$ cat src/rtl/uart_tx_framer.sv
// Byte-wide UART transmitter: 8N1 frame on a rising edge of tx_start, LSB first.
// Define UART_TX_PARITY_EN to insert an even-parity bit between D7 and the stop bit (8E1).
module uart_tx_framer #(
  parameter int CLK_FREQ     = 100_000_000,
  parameter int BAUD         = 9600,
  parameter int CLKS_PER_BIT = CLK_FREQ / BAUD
) (
  input  logic       clk_100MHz,
  input  logic       rst_n,
  input  logic       tx_start,
  input  logic [7:0] tx_data,
  output logic       tx_out,
  output logic       tx_busy,
  output logic       tx_done
);

  // state  | meaning
  // IDLE   | line high, waiting for a rising edge on tx_start
  // START  | start bit (line low)
  // DATA   | data bits D0..D7, LSB first
  // PARITY | even-parity bit (UART_TX_PARITY_EN only)
  // STOP   | stop bit (line high); tx_done on its last cycle
  typedef enum logic [2:0] {
    IDLE,
    START,
    DATA,
`ifdef UART_TX_PARITY_EN
    PARITY,
`endif
    STOP
  } state_t;

  localparam int CNT_W = (CLKS_PER_BIT > 1) ? $clog2(CLKS_PER_BIT) : 1;
  localparam logic [CNT_W-1:0] CNT_LAST = CNT_W'(CLKS_PER_BIT - 1);

  state_t           state, state_d;
  logic [7:0]       shift, shift_d;
  logic [2:0]       bit_idx, bit_d;
  logic [CNT_W-1:0] cnt, cnt_d;
  logic             start_q;
  logic             trig;
  logic             last;
  logic             out_d;
  logic             done_d;

  assign trig = tx_start & ~start_q;
  assign last = (cnt == CNT_LAST);

`ifdef UART_TX_PARITY_EN
  logic parity_q, parity_d;

  assign parity_d = (state == IDLE && trig) ? ^tx_data : parity_q;

  always_ff @(posedge clk_100MHz or negedge rst_n) begin
    if (!rst_n) parity_q <= 1'b0;
    else        parity_q <= parity_d;
  end
`endif

  always_comb begin
    state_d = state;
    shift_d = shift;
    bit_d   = bit_idx;
    cnt_d   = cnt;
    case (state)
      IDLE: begin
        if (trig) begin
          shift_d = tx_data;
          bit_d   = 3'd0;
          cnt_d   = '0;
          state_d = START;
        end
      end
      START: begin
        if (last) begin
          cnt_d   = '0;
          state_d = DATA;
        end else begin
          cnt_d = cnt + 1'b1;
        end
      end
      DATA: begin
        if (last) begin
          cnt_d   = '0;
          shift_d = shift >> 1;
          bit_d   = bit_idx + 3'd1;
          if (bit_idx == 3'd7) begin
`ifdef UART_TX_PARITY_EN
            state_d = PARITY;
`else
            state_d = STOP;
`endif
          end
        end else begin
          cnt_d = cnt + 1'b1;
        end
      end
`ifdef UART_TX_PARITY_EN
      PARITY: begin
        if (last) begin
          cnt_d   = '0;
          state_d = STOP;
        end else begin
          cnt_d = cnt + 1'b1;
        end
      end
`endif
      STOP: begin
        if (last) begin
          cnt_d   = '0;
          state_d = IDLE;
        end else begin
          cnt_d = cnt + 1'b1;
        end
      end
      default: state_d = IDLE;
    endcase
  end

  // Outputs are computed from next-state values so they leave flops aligned with the state.
  always_comb begin
    out_d = 1'b1;
    case (state_d)
      START:   out_d = 1'b0;
      DATA:    out_d = shift_d[0];
`ifdef UART_TX_PARITY_EN
      PARITY:  out_d = parity_d;
`endif
      default: out_d = 1'b1;
    endcase
    done_d = (state_d == STOP) && (cnt_d == CNT_LAST);
  end

  always_ff @(posedge clk_100MHz or negedge rst_n) begin
    if (!rst_n) begin
      state   <= IDLE;
      shift   <= '0;
      bit_idx <= '0;
      cnt     <= '0;
      start_q <= 1'b1;
      tx_out  <= 1'b1;
      tx_busy <= 1'b0;
      tx_done <= 1'b0;
    end else begin
      state   <= state_d;
      shift   <= shift_d;
      bit_idx <= bit_d;
      cnt     <= cnt_d;
      start_q <= tx_start;
      tx_out  <= out_d;
      tx_busy <= (state_d != IDLE);
      tx_done <= done_d;
    end
  end

endmodule

$ cat config.mk
export PLATFORM = sky130hd
export DESIGN_NAME = uart_tx_framer
export DESIGN_NICKNAME = d
export VERILOG_FILES = /design/src/rtl/uart_tx_framer.sv
export SDC_FILE = /design/constraint.sdc
export NUM_CORES = 1
export LEC_CHECK = 0
export CELL_PAD_IN_SITES_DETAIL_PLACEMENT = 1
export CELL_PAD_IN_SITES_GLOBAL_PLACEMENT = 2
export CORE_AREA = 10 10 64 119
export CTS_CLUSTER_SIZE = 14
export DETAILED_ROUTE_END_ITERATION = 12
export DIE_AREA = 0 0 74 129
export HOLD_SLACK_MARGIN = 0.02
export PLACE_DENSITY_LB_ADDON = 0.1
export SLEW_MARGIN = 20
export SYNTH_ARGS = -nofsm -noshare
export SYNTH_HDL_FRONTEND = slang
export SYNTH_SLANG_ARGS = --single-unit
$ cat constraint.sdc
create_clock -name clk_100MHz -period 2.28 [get_ports clk_100MHz]
set_input_delay 0.228 -clock clk_100MHz [delete_from_list [all_inputs] [get_ports clk_100MHz]]
set_output_delay 0.228 -clock clk_100MHz [all_outputs]
set_load 0.01 [all_outputs]
==> metrics.cfg <==
[final_layout]
mostFrequentLayoutCell=buf_4
layout-drive-gt1-share_pct=32.4
synthToLayoutAreaGrowth_pct=37.9
nets=251
final_cell_mix=buf_4 (30), nand2_1 (28), dfrtp_1 (27)
final_cells=299
diodes=0

[placement]
portBuffers=13
place_ws_ps=-166
dp.final_hpwl_mm=4.46
routabilityCongestion=0.882
placed_cells=285

[synthesis]
synth_edf_count=0
yosys.cell_types.count=50
postSynthCellCount=194
synth_flop_cell=dfrtp_1
synth_top_area_cell=dfrtp_1
ys_seq_area_share_pct=43.8
synth.area.top_cells=dfrtp_1 (41%), nand2_1 (5.9%), o21ai_0 (4.9%)
async_reset_ff_share_pct=100
yosysWarnings=0
synth_area_um2=1840
synth_fp_nets=208
avgSynthCellArea_um2=9.46
synth_seq_cells=32
netlist.area_leader.share_pct=40.9

[global_routing]
grt_pass1_vias=1856
grt.total_usage_pct=12.8
antenna_found_initial=0
grt_max_degree=33
grt_pass1_wl_mm=9.49
grt_overflow=0

[die]
rows=39
core_um2=5710
start_util_pct=32.1
die_w_um=74
die_area_um2=9550
io_pins=14
dieHeight_um=129

[cts]
holdBufCountCts=0
cts_tree=done
cts_buffer_depth=2
clock-sinks=32
htreeDepth=2
clkTransAtPathRegs_ps=50
cts_buffers=5
clkLatencyLatePin_ps=280
clockRootBuffer=clkbuf_16

[routing]
drc=0
viasPerCell=5.61
routed_wl_mm=5.89
dr_total_vias=1676
ant_nets=0
dr.pass1.iters=4
drt_iter0_drc=64
wire_per_inst_um=19.7

[sta]
period_needed_ps=2250
max_freq_ghz=0.444
hold_viol=0
grt_setup_unrepaired=true
finalHoldWorstSlack_ps=368
setup_ws_ps=30.2
finalSetupViolCount=0
fin_skew_ps=1.81
fin_crit_sh_pct=98.7
finalMaxSlewViolations=0

[run]
cap_violations=0

[power]
p_comb_share_pct=13.8
peakVddDrop_mv=0.518
leakagePower_nw=1.12
intPower_mw=1.15
switchingPower_uw=390
power.share.sequential_pct=42.6
power.density_nw_per_um2=609
switching_share_pct=25.3
p_clk_share_pct=43.7

[setup_path]
endpoint_kind=register
crit_arrival_ps=2450
cp_max_fo=5
path_class=register to register
start_kind=register
crit_required_ps=2480
r2r-start=cnt[12]
crit_start=cnt[12]

[run_status]
status=finished, final reports clean

[min_path]
hp-class=input port to async pin

power groups by stage:
stage	Combinational (mW)	Clock, mW	Sequential [mW]
CTS	0.199	0.704	0.652
floorplan	0.0953	0	0.652
global route	0.240	0.719	0.663
finish	0.213	0.673	0.657
detailed placement	0.194	0	0.661
global placement	0.186	0	0.657
through the flow:
| stage | area [um2] | utilization, % | TNS [ps] | power, mW |
|---|---|---|---|---|
| 2_1_floorplan | 1840 | - | 0 | 0.748 |
| 3_3_place_gp | 2190 | 38.4 | -108 | 0.843 |
| 3_5_place_dp | 2190 | 38.4 | -266 | 0.855 |
| 4_1_cts | 2380 | 41.7 | -65.8 | 1.56 |
| 5_1_grt | 2530 | 44.3 | -105 | 1.62 |
| 6_report | 2530 | 44.3 | 0 | 1.54 |
cell families (layout without fill, tap and decap cells):
kind of cell               Yosys count  count (layout)  share of synthesized area [%]
and+or+nand+nor                     87              87                           28.0
xor gates and xnor gates             6               6                           2.86
AOI/OAI and AO/OA                   49              49                           17.5
buffers and inverters               12              56                           3.20
muxes                                4               4                           2.39
DFF                                 32              32                           43.8
other                                1               1                          0.204
adders and majority gates            3               3                           2.05
sequential cells by signal, summed over array words and instances (netlist names):
signal	count
tx_out	1
start_q	1
tx_busy	1
tx_done	1
cnt	14
shift	8
bit_idx	3
state	3
synth_stat cells (all sizes together) (2+ instances only):
library cell and n:
a21o 2, a21oi 8, a22oi 6, a31oi 2, and3 4, and4 3
buf 6, clkbuf 4, dfrtp 30, dfstp 2, ha 3, inv 2
mux2 3, nand2 29, nand2b 4, nand3 6, nand4 6, nor2 15
nor3 4, nor3b 2, nor4 7, o21ai 18, o31ai 3, xnor2 2
xor2 4
what timing repair did:
| item | 4_1_cts | 5_1_grt |
|---|---|---|
| pin swaps | 1 | 8 |
| buffers inserted | 1 | 5 |
| setup endpoints to repair | 4 | 8 |
| gates resized for setup | 6 | 26 |
final timing paths:
check | end | slack [ps] | depth (start not counted)
worst min-delay path | cnt[11] | 370 | 2
worst min register to register | shift[1] | 470 | 2
max in group asynchronous | cnt[3] | 1580 | 2
worst max-delay path | tx_out | 30 | 7
worst max register to register | tx_out | 30 | 7
min in group clk_100MHz | start_q | 390 | 1
worst max-delay path, cell delays in order, from the launching register on:
cell and delay [ps]:
dfrtp_1 380, or3b_4 440, nor4_4 440, buf_4 220, nand2_2 70, xor2_2 170
nor2_2 150, mux2_4 310
routing by layer:
metal | wire [um] | vias up | global-route usage, %
li1 | - | 793 | -
met1 | 2050 | 842 | 11.6
met2 | 3450 | 27 | 24.2
met3 | 115 | 14 | 2.16
met4 | 274 | 0 | 8.71
met5 | 0 | - | 0
final cells by class:
| type | count | area [um2] |
|---|---|---|
| Fill cell | 668 | 3180 |
| Timing Repair Buffer | 46 | 398 |
| Multi-Input combinational cell | 150 | 1090 |
| Inverter | 2 | 7.51 |
| Sequential cell | 32 | 807 |
| Clock buffer | 6 | 139 |
| Clock inverter | 2 | 10.0 |
| Tap cell | 61 | 76.3 |
Power figures use the tool's default switching activity.
